**src/rtl/lcd_timing_pkg.sv**
```systemverilog
// Shared timing constants and FSM state type for the character-LCD byte path.
// The clock counter and the byte transmitter both take END_CNT from here.
package lcd_timing_pkg;

  typedef enum logic {
    IDLE = 1'b0,
    SEND = 1'b1
  } tx_state_e;

  localparam int unsigned T_SETUP_DEF = 2;
  localparam int unsigned T_E_DEF     = 12;
  localparam int unsigned T_GAP_DEF   = 50;
  localparam int unsigned END_CNT_DEF = 2080;

  localparam logic [11:0] E1_LO     = 12'd2;
  localparam logic [11:0] E1_HI     = 12'd13;
  localparam logic [11:0] LOW_START = 12'd65;
  localparam logic [11:0] E2_LO     = 12'd67;
  localparam logic [11:0] E2_HI     = 12'd78;
  localparam logic [11:0] END_CNT   = 12'd2080;

  function automatic logic in_window(input logic [11:0] k,
                                     input logic [11:0] lo,
                                     input logic [11:0] hi);
    return (k >= lo) && (k <= hi);
  endfunction

endpackage

```
**src/rtl/lcd_phase_decoder.sv**
```systemverilog
// Maps the clock-counter value to the next E-strobe level and the nibble select.
// Counts past the lower-nibble start, including out-of-range values, fall into the settle window.
module lcd_phase_decoder
  import lcd_timing_pkg::*;
#(
  parameter int unsigned T_SETUP = T_SETUP_DEF,
  parameter int unsigned T_E     = T_E_DEF,
  parameter int unsigned T_GAP   = T_GAP_DEF
) (
  input  logic [11:0] clk_cnt,
  output logic        e_next,
  output logic        sel_low
);

  localparam int unsigned LOW_START_I = T_SETUP + T_E + 1 + T_GAP;
  localparam logic [11:0] E1_LO_C  = 12'(T_SETUP);
  localparam logic [11:0] E1_HI_C  = 12'(T_SETUP + T_E - 1);
  localparam logic [11:0] LOW_C    = 12'(LOW_START_I);
  localparam logic [11:0] E2_LO_C  = 12'(LOW_START_I + T_SETUP);
  localparam logic [11:0] E2_HI_C  = 12'(LOW_START_I + T_SETUP + T_E - 1);

  // Window decode of the current count
  always_comb begin
    e_next  = 1'b0;
    sel_low = 1'b0;
    e_next  = in_window(clk_cnt, E1_LO_C, E1_HI_C) || in_window(clk_cnt, E2_LO_C, E2_HI_C);
    sel_low = (clk_cnt >= LOW_C);
  end

endmodule

```
**src/rtl/lcd_byte_transmitter.sv**
```systemverilog
// Sends one byte over the 4-bit LCD bus as two E-strobed nibbles, pacing itself
// off the external clock counter whose enable it owns.
module lcd_byte_transmitter
  import lcd_timing_pkg::*;
#(
  parameter int unsigned T_SETUP = T_SETUP_DEF,
  parameter int unsigned T_E     = T_E_DEF,
  parameter int unsigned T_GAP   = T_GAP_DEF,
  parameter int unsigned END_CNT = END_CNT_DEF
) (
  input  logic        clk,
  input  logic        reset,
  input  logic [11:0] clk_cnt,
  output logic        cnt_enable,
  input  logic        tx_valid,
  output logic        tx_ready,
  input  logic [7:0]  tx_data,
  input  logic        tx_rs,
  output logic        tx_done,
  output logic        lcd_e,
  output logic        lcd_rs,
  output logic        lcd_rw,
  output logic [3:0]  lcd_data
);

  localparam logic [11:0] END_CNT_C = 12'(END_CNT);

  tx_state_e   state_q;
  logic [7:0]  data_q;
  logic        rs_q;
  logic        lcd_e_q;
  logic        lcd_rs_q;
  logic [3:0]  lcd_data_q;
  logic        tx_done_q;
  logic        e_next;
  logic        sel_low;

  lcd_phase_decoder #(
    .T_SETUP (T_SETUP),
    .T_E     (T_E),
    .T_GAP   (T_GAP)
  ) u_decoder (
    .clk_cnt (clk_cnt),
    .e_next  (e_next),
    .sel_low (sel_low)
  );

  // Handshake FSM plus the LCD pin registers, which lag clk_cnt by one cycle
  always_ff @(posedge clk or posedge reset) begin
    if (reset) begin
      state_q    <= IDLE;
      data_q     <= 8'h00;
      rs_q       <= 1'b0;
      lcd_e_q    <= 1'b0;
      lcd_rs_q   <= 1'b0;
      lcd_data_q <= 4'h0;
      tx_done_q  <= 1'b0;
    end else begin
      case (state_q)
        IDLE: begin
          lcd_e_q   <= 1'b0;
          tx_done_q <= 1'b0;
          if (tx_valid) begin
            data_q  <= tx_data;
            rs_q    <= tx_rs;
            state_q <= SEND;
          end else begin
            state_q <= IDLE;
          end
        end
        SEND: begin
          lcd_e_q    <= e_next;
          lcd_rs_q   <= rs_q;
          lcd_data_q <= sel_low ? data_q[3:0] : data_q[7:4];
          if (clk_cnt == END_CNT_C) begin
            state_q   <= IDLE;
            tx_done_q <= 1'b1;
          end else begin
            state_q   <= SEND;
            tx_done_q <= 1'b0;
          end
        end
        default: begin
          state_q   <= IDLE;
          lcd_e_q   <= 1'b0;
          tx_done_q <= 1'b0;
        end
      endcase
    end
  end

  assign cnt_enable = (state_q == SEND);
  assign tx_ready   = (state_q == IDLE);
  assign tx_done    = tx_done_q;
  assign lcd_e      = lcd_e_q;
  assign lcd_rs     = lcd_rs_q;
  assign lcd_rw     = 1'b0;
  assign lcd_data   = lcd_data_q;

endmodule
```
**config.mk**
```make
export PLATFORM = sky130hd
export DESIGN_NAME = lcd_byte_transmitter
export DESIGN_NICKNAME = d
export VERILOG_FILES = /design/src/rtl/lcd_timing_pkg.sv /design/src/rtl/lcd_phase_decoder.sv /design/src/rtl/lcd_byte_transmitter.sv
export SDC_FILE = /design/constraint.sdc
export NUM_CORES = 1
export LEC_CHECK = 0
export ABC_AREA = 1
export CELL_PAD_IN_SITES_DETAIL_PLACEMENT = 1
export CELL_PAD_IN_SITES_GLOBAL_PLACEMENT = 1
export CORE_MARGIN = 10
export CORE_UTILIZATION = 40
export CTS_CLUSTER_DIAMETER = 80
export DETAILED_ROUTE_END_ITERATION = 8
export DONT_BUFFER_PORTS = 1
export PLACE_DENSITY = 0.78
export REMOVE_ABC_BUFFERS = 1
export SYNTH_ARGS = -nofsm -noshare
export SYNTH_HDL_FRONTEND = slang
export SYNTH_SLANG_ARGS = --single-unit
```
**constraint.sdc**
```tcl
create_clock -name clk -period 1.84 [get_ports clk]
set_clock_uncertainty 0.2 [all_clocks]
set_input_delay 0.276 -clock clk [delete_from_list [all_inputs] [get_ports clk]]
set_output_delay 0.276 -clock clk [all_outputs]
set_load 0.05 [all_outputs]
```
==> results of run 1 <==
power by group:
part | internal, mW | total [mW] | leakage, nW | switching [mW]
registers | 0.402 | 0.460 | 0.195 | 0.0586
clock network | 0.0809 | 0.201 | 0.0177 | 0.120
logic | 0.0507 | 0.105 | 0.346 | 0.0538
cell families after synthesis:
kind of cell / count (synthesis) / share of synthesized area (%)
other: 1 / 0.414
AO/OA/AOI/OAI: 12 / 6.91
flip-flops: 17 / 47.0
buffers and inverters: 20 / 10.9
multiplexers: 5 / 7.04
AND/OR/NAND/NOR: 55 / 27.8
worst max-delay path, stage by stage:
cell and delay, ns:
dlygate4sd3_1 0.53, nand3_1 0.09, dlygate4sd3_1 0.58, nor3_2 0.24, nor2_1 0.07
cell usage after synthesis, drive strengths merged:
master	count
clkinv	1
o21bai	1
nor2	20
inv	16
nor3	1
conb	1
nand4	2
o21ai	6
buf	3
a21oi	5
mux2	5
nand3	5
dfrtp	17
nand2	27
sequential cells by signal, summed over array words and instances (netlist names):
register and count:
data_q 8, lcd_e 1, lcd_rs 1, cnt_enable 1
rs_q 1, tx_done 1, lcd_data 4
metrics by stage:
| stage | cell area [µm²] | hold slack, ns | instances | setup WS [ns] |
|---|---|---|---|---|
| 5_1_grt | 1120 | 0.0325 | 157 | 0.0181 |
| 4_1_cts | 1110 | 0.00120 | 157 | 0.0356 |
| 3_5_place_dp | 926 | 0.0919 | 137 | 0.486 |
| 3_3_place_gp | 926 | 0.0780 | 137 | 0.527 |
| 2_1_floorplan | 876 | 0.00207 | 107 | -0.104 |
| 6_report | 1120 | 0.0239 | 157 | 0.0384 |
path summary, 6_finish.rpt:
check,slack [ns],cells past startpoint,to,startpoint
worst max-delay path,0.04,5,cnt_enable,clk_cnt[11]
worst min-delay path,0.02,2,data_q[0],tx_valid
worst max register to register,0.46,3,data_q[5],cnt_enable
worst min register to register,0.32,1,data_q[4],data_q[4]
max in group asynchronous,0.71,2,tx_done,reset
min in group asynchronous,0.30,2,lcd_data[2],reset
per-layer routing:
layer	track usage (%)	vias up	share of wire, %
li1	-	373	-
met1	11.4	383	36
met2	20.3	20	56
met3	4.96	4	6.8
met4	4.36	0	1.0
met5	0	-	0
final cells by class:
type | count | area (µm²)
inverter | 17 | 68.8
fill | 276 | 1070
multi-input combinational | 73 | 387
sequential | 17 | 425
timing repair buffer | 18 | 175
tap | 28 | 35.0
clock buffer | 3 | 22.5
clock inverter | 1 | 5.00
timing repair:
action                                 in CTS  in global routing
hold buffers                               16                  0
endpoints found under the hold margin      28                  0
setup endpoints to repair                   0                  2
gates resized for setup                     0                  1
==> results.cfg, run 1 <==
[timing]
setup_viol = 0
hold_violations = 0
max_freq_ghz = 0.555
fin_tns_setup_ns = 0
fin_crit_sh_pct = 97.9
max_slew_margin_pct = 56.7
drv_slew = 0
tightest_slew_ns = 0.648
grt_setup_unrepaired = false
fin_crit_ns = 1.80

[drt]
drt_iter0_markers = 22
ant_nets = 0
wire_per_inst_um = 15.5
vias = 780
firstDrtPassIters = 4
vias_per_cell = 4.97
wirelength_um = 2430
post-route-drc-count = 0

[global_route]
grt_max_degree = 18
grt_pass1_wl_um = 4040
gr-total-overflow = 0
grt_pass1_vias = 873
antenna_found_initial = 0
track_usage_pct = 11.4

[logic_synthesis]
yosys_register_bits = 17
synth.distinct_cells = 22
syn_area_um2 = 906
yosysWarningCount = 0
synth_cells = 110
synth.top_cell.area_share_pct = 47.0
postSynthAreaPerCell_um2 = 8.24
synth-seq-area-share_pct = 47.0
synth_top_cell_by_area = dfrtp_1
synth.area.top_cells = dfrtp_1 47%, nand2_1 10%, nor2_1 7.0%

[pwr]
power.density_mw_per_mm2 = 684
peakVddDrop_uv = 637
totalPowerFinal_mw = 0.765
leakage_nw = 0.558

[floorplanning]
row_count = 17
io_pins = 34
core_area_mm2 = 0.00219
die_height_um = 67.6
initial_core_util_pct = 41.3
die_x_um = 67.6
dieArea_mm2 = 0.00457

[clock_tree]
clock_latency_ns = 0.30
cts.clk_slew.worst_paths_ns = 0.11
cts_sinks = 17
numCtsBuffers = 3
cts_tree = yes
cts-root-buf = clkbuf_4
clockBufferDepth = 2
cts_setup_buffers = 0
h-tree-depth = 1

[hold_path]
hp-class = in -> reg

[critical_path]
crit_type = in -> reg
cp_data_arrival_time_ns = 1.79
path_max_fanout = 3
cp_data_required_time_ns = 1.83
crit_path_end_kind = flop
startpoint_type = input port

[layout]
fin_util_pct = 51.1
layout_common_cells = 25 x nand2_1, 17 x nor2_1, 17 x dfrtp_1
area_growth_pct = 23.5
diodes = 0
nets = 154
drive_gt1_share_pct = 15.5
final_common_cell = nand2_1

[job]
max-cap-violations = 0

[placement]
io_buffer_count = 0
dp_hpwl_um = 1700
place_congestion = 0.774

[run_status]
status = finished clean
(Power assumes the default switching activity.)
==> inputs of run 2 (changes only) <==
CORE_UTILIZATION = 38   (was 40)
clock period = 1.5 ns   (was 1.84 ns; I/O delays follow)
==> run 2 against run 1 <==
The run now ends with negative hold slack left. Sequential cell count unchanged. Non-clock buffer count increased by 8. Highest routed layer unchanged. Die area up 3.7%. Setup slack got worse by 0.014 ns. Clock-buffer cell count is 1 higher. Largest power group unchanged. Sequential power up 20%. Cell area increased by 7.2%. Cell count is 5.1% higher. Combinational power up 52%. Global-route usage increased by 0.55 points. Critical path type is now reg -> out. Register-to-register slack worse by 0.31 ns.
==> results.cfg, run 2 (synthesis results as in run 1) <==
[hold_path]
hp-class = in -> reg

[global_route]
use_met2_pct = 21.7
track_usage_pct = 11.9
grt_max_degree = 18
grt_pass1_vias = 909
gr-total-overflow = 0
grt_use_met1_pct = 11.9
top_usage_layer = met2
use_met3_pct = 4.67
grt_pass1_wl_um = 4290
antenna_found_initial = 0

[drt]
wire_per_inst_um = 16.4
post-route-drc-count = 0
firstDrtPassIters = 4
drt_iter0_markers = 9
wirelength_um = 2710
ant_nets = 0
vias_per_cell = 5.01
vias = 826

[layout]
drive_gt1_share_pct = 19.0
regMostFlops = data_q
fin_cells = 165
diodes = 0
nets = 162
final_common_cell = nand2_1
fillers = 268
layout_common_cells = 23 x nand2_1, 18 x dlygate4sd3_1, 17 x nor2_1, 17 x dfrtp_1, 15 x inv_1
largest_register_ff_count = 8
area_growth_pct = 32.3

[pwr]
p_sw_share_pct = 29.7
pwr-share-comb_pct = 16.7
totalPowerFinal_mw = 0.958
leakage_nw = 0.608
peakVddDrop_uv = 566
internal_power_mw = 0.674
sequentialPowerShare_pct = 57.8
switchingPower_mw = 0.284
pwr-share-clk_pct = 25.4
power.density_mw_per_mm2 = 799

[floorplanning]
die_x_um = 68.8
dieArea_mm2 = 0.00474
die_height_um = 68.8
io_pins = 34
row_count = 17
core_area_mm2 = 0.00223
initial_core_util_pct = 40.6

[timing]
fin_crit_sh_pct = 98.4
setup_viol = 0
drv_slew = 0
fin_crit_ns = 1.48
max_freq_ghz = 0.678
whs_ns = -0.0136
hold_violations = 1

[critical_path]
cp_data_required_time_ns = 1.07
max_stage_delay_ns = 0.44
path_max_fanout = 7
crit_family = flip-flops
startpoint_type = flop
crit_type = reg -> out
cp_data_arrival_time_ns = 1.05
slowest_stage = dfrtp_1
path_cells = clkinv_4 -> buf_4
crit_path_end_kind = output port
worst-path-buf-inv = 2

[clock_tree]
numCtsBuffers = 3
clock_latency_ns = 0.28
cts.clk_slew.worst_paths_ns = 0.10
cts_tree = yes
cts-root-buf = clkbuf_4
h-tree-depth = 1
clockBufferDepth = 2
cts_sinks = 17

[run_status]
status = complete, but fails checks
violations = negative hold slack

[placement]
dp.cells = 140
io_buffer_count = 0
dp_hpwl_um = 1850
place_congestion = 0.708

[job]
max-cap-violations = 0
[run 2: cell count changes in the layout (fill, tap and decap cells not counted), sizes merged]
cell,previous run,this run
clkinv,2,1
buf,2,7
dlymetal6s4s,0,1
dlygate4sd3,16,18
clkbuf,3,4
[run 2: tightest hold or removal path, delay by kind of cell]
kind | cells | cell delay, ns
and+or+nand+nor | 3 | 0.22
[run 2: repair_timing]
item	4_1_cts	5_1_grt
gates resized for setup	1	5
hold endpoints to repair	29	1
buffers inserted	0	2
hold buffers	17	2
pin swaps	0	5
endpoints found under the setup margin	1	5
[run 2: cell type report]
class,instances,area (µm²),area share [%]
clock buffer,4,26.3,2.19
inverter,17,68.8,5.74
multi-input combinational,73,390,32.6
sequential,17,425,35.5
tap,28,35.0,2.92
timing repair buffer,26,253,21.1
[run 2: power groups by stage]
stage               logic, mW  registers (mW)  clock network (mW)
finish                  0.160           0.554               0.244
global route            0.179           0.559               0.274
CTS                     0.148           0.555               0.249
detailed placement      0.111           0.564                   0
global placement        0.104           0.563                   0
floorplan              0.0777           0.567                   0
[run 2: stage by stage]
stage               utilization [%]  setup slack [ns]  TNS (ns)  instance area, µm²
finish                         53.7            0.0244         0                1200
global route                   53.7           -0.0261   -0.0501                1200
CTS                            51.4           0.00554         0                1150
detailed placement             42.5             0.213         0                 948
global placement               42.5             0.249         0                 948
floorplan                         -            -0.444     -3.28                 876
[run 2: worst paths after layout]
| path | startpoint | end | slack, ns | cells past startpoint |
|---|---|---|---|---|
| setup / recovery | cnt_enable | tx_ready | 0.02 | 2 |
| hold / removal | clk_cnt[3] | tx_done | -0.01 | 3 |
| setup reg to reg | cnt_enable | data_q[5] | 0.15 | 3 |
| hold reg to reg | rs_q | lcd_rs | 0.31 | 2 |
| max in group asynchronous | reset | data_q[5] | 0.74 | 3 |
| min in group asynchronous | reset | lcd_data[2] | 0.18 | 3 |
[run 2: layer usage]
metal | vias to the layer above | wire, µm
met4 | 0 | 55
met1 | 403 | 937
li1 | 394 | -
met5 | - | 0
met3 | 6 | 216
met2 | 23 | 1500
==> inputs of run 3 (changes only) <==
PLACE_DENSITY = 0.79   (was 0.78)
SYNTH_HIERARCHICAL = 1   (was not set)
==> run 3 against run 2 <==
The run now ends clean. Synthesized cell count is 0.91% higher. Non-clock buffer count decreased by 9. Combinational power decreased by 35%. Setup slack improved by 0.056 ns. Cell count is 4.8% lower. Critical endpoint is now cnt_enable. Largest power group unchanged.
==> results.cfg, run 3 <==
[layout]
multiInputGateArea_um2 = 360
largest_register_ff_count = 8
area_growth_pct = 21.3
seqCellArea_um2 = 427
nets = 153
drive_gt1_share_pct = 10.9
fin_cells = 157
layout_common_cells = 38 x nand2_1, 18 x nor2_1, 16 x dfrtp_1
fin_area_mm2 = 0.00105
final_common_cell = nand2_1
regMostFlops = data_q
fillers = 264

[critical_path]
crit_family = flip-flops
worst-path-buf-inv = 1
crit_path_end_kind = output port
crit_type = reg -> out
rr_startpoint = cnt_enable
cp_data_arrival_time_ns = 0.99
max_stage_delay_ns = 0.50
timing.critical_path.from = cnt_enable
startpoint_type = flop
cp_data_required_time_ns = 1.07
slowest_stage = dfrtp_2
path_max_fanout = 8
path_cells = buf_6

[logic_synthesis]
synth.distinct_cells = 18
synth_xor_area_share_pct = 0
yosysWarningCount = 6
yosysMostFrequentCell = nand2_1
syn_area_um2 = 870
synthArstFlopShare_pct = 100
synth-compound-area-share_pct = 5.18
synthSimpleGateAreaFrac_pct = 35.8
synthMuxAreaShare_pct = 0
ys_top_cells_by_count = 38 x nand2_1, 18 x nor2_1, 17 x dfrtp_1
synth.top_cell.area_share_pct = 48.9
synth_top_cell_by_area = dfrtp_1
postSynthAreaPerCell_um2 = 7.83
dominantRegCellSynth = dfrtp_1
synth-seq-area-share_pct = 48.9
synth.area.top_cells = dfrtp_1 49%, nand2_1 16%, nor2_1 7.8%
synth_cells = 111
yosys_register_bits = 17
synth-adder-area-share_pct = 0
synth_top_family_by_area = simple AND/OR/NAND/NOR gates
synth-edff-count = 0

[drt]
wirelength_um = 2500
firstDrtPassIters = 4
wire_per_inst_um = 15.9
vias = 789
vias_per_cell = 5.03
ant_nets = 0
post-route-drc-count = 0
drt_iter0_markers = 44

[clock_tree]
cts_sinks = 17
cts_tree = yes
clock_latency_ns = 0.29
numCtsBuffers = 3
cts-root-buf = clkbuf_4
h-tree-depth = 1
cts.clk_slew.worst_paths_ns = 0.10
clockBufferDepth = 2

[timing]
drv_slew = 0
setup_viol = 0
tightest_slew_ns = 0.632
fin_tns_setup_ns = 0
fin_crit_sh_pct = 94.6
hold_violations = 0
fin_crit_ns = 1.42
max_slew_margin_pct = 57.8
max_freq_ghz = 0.705
grt_setup_unrepaired = false

[global_route]
gr-total-overflow = 0
grt_pass1_wl_um = 4000
track_usage_pct = 11.3
grt_max_degree = 18
antenna_found_initial = 0
grt_pass1_vias = 833

[pwr]
internal_power_mw = 0.642
pwr-share-comb_pct = 11.4
peakVddDrop_uv = 459
totalPowerFinal_mw = 0.913
leakage_nw = 0.538
pwr-share-clk_pct = 27.4
sequentialPowerShare_pct = 61.3
switchingPower_mw = 0.271
power.density_mw_per_mm2 = 865
p_sw_share_pct = 29.6

[placement]
dp_hpwl_um = 1760
io_buffer_count = 0
place_congestion = 0.768
dp.cells = 136
placed_cell_area_um2 = 866

[floorplanning]
die_height_um = 67.8
dieArea_mm2 = 0.00460
initial_core_util_pct = 39.7
row_count = 17
die_x_um = 67.8
core_area_mm2 = 0.00219
io_pins = 34

[run_status]
status = finished clean

[hold_path]
min_from = clk_cnt[7]
hp-class = in -> reg

[job]
max-cap-violations = 0
-- run 3: cells by family (layout without fill, tap and decap cells) --
group / Yosys count / after routing
and+or+nand+nor: 72 / 72
DFF: 17 / 17
buffers and inverters: 12 / 29
AOI/OAI and AO/OA: 9 / 9
other: 1 / 2
-- run 3: what timing repair did --
| item | 4_1_cts | 5_1_grt |
|---|---|---|
| gates resized for setup | 1 | 1 |
| setup buffers | 0 | 2 |
| hold buffers | 14 | 0 |
| endpoints found under the setup margin | 1 | 1 |
| hold endpoints to repair | 28 | 0 |
-- run 3: path summary, 6_finish.rpt --
check / to / slack (ns) / depth (start not counted)
max: cnt_enable / 0.08 / 1
min in group asynchronous: data_q[1] / 0.25 / 2
max in group asynchronous: cnt_enable / 0.41 / 2
max reg2reg: data_q[2] / 0.22 / 4
min reg2reg: data_q[0] / 0.29 / 2
min: tx_done / 0.01 / 4
-- run 3: metrics by stage --
step	utilization (%)	worst slack [ns]	hold slack (ns)
2_1_floorplan	-	0.0140	-0.0489
3_3_place_gp	39.5	0.157	0.0230
3_5_place_dp	39.5	0.161	0.0425
4_1_cts	47.2	0.0122	0.000123
5_1_grt	48.0	0.00557	0.00159
6_report	48.1	0.0809	0.0119
-- run 3: final cells by class --
| class | instances | area share [%] |
|---|---|---|
| flip-flops and latches | 17 | 40.5 |
| multi-input cells | 82 | 34.2 |
| repair buffers | 17 | 15.8 |
| inverters | 8 | 3.56 |
| well taps | 28 | 3.32 |
| clock buffers | 4 | 2.49 |
| diodes | 1 | 0.237 |
-- run 3: power groups by stage --
stage	registers, mW	logic, mW	clock network (mW)
3_3_place_gp	0.568	0.0633	0
5_1_grt	0.564	0.119	0.288
2_1_floorplan	0.562	0.0557	0
4_1_cts	0.560	0.104	0.256
6_report	0.559	0.104	0.250
3_5_place_dp	0.569	0.0678	0
-- run 3: per-layer routing --
layer | track usage (%) | wire (µm) | up-vias
met5 | 0 | 0 | -
met4 | 4.77 | 27 | 0
met3 | 3.75 | 214 | 2
met2 | 19.1 | 1310 | 23
met1 | 12.7 | 951 | 387
li1 | - | - | 377
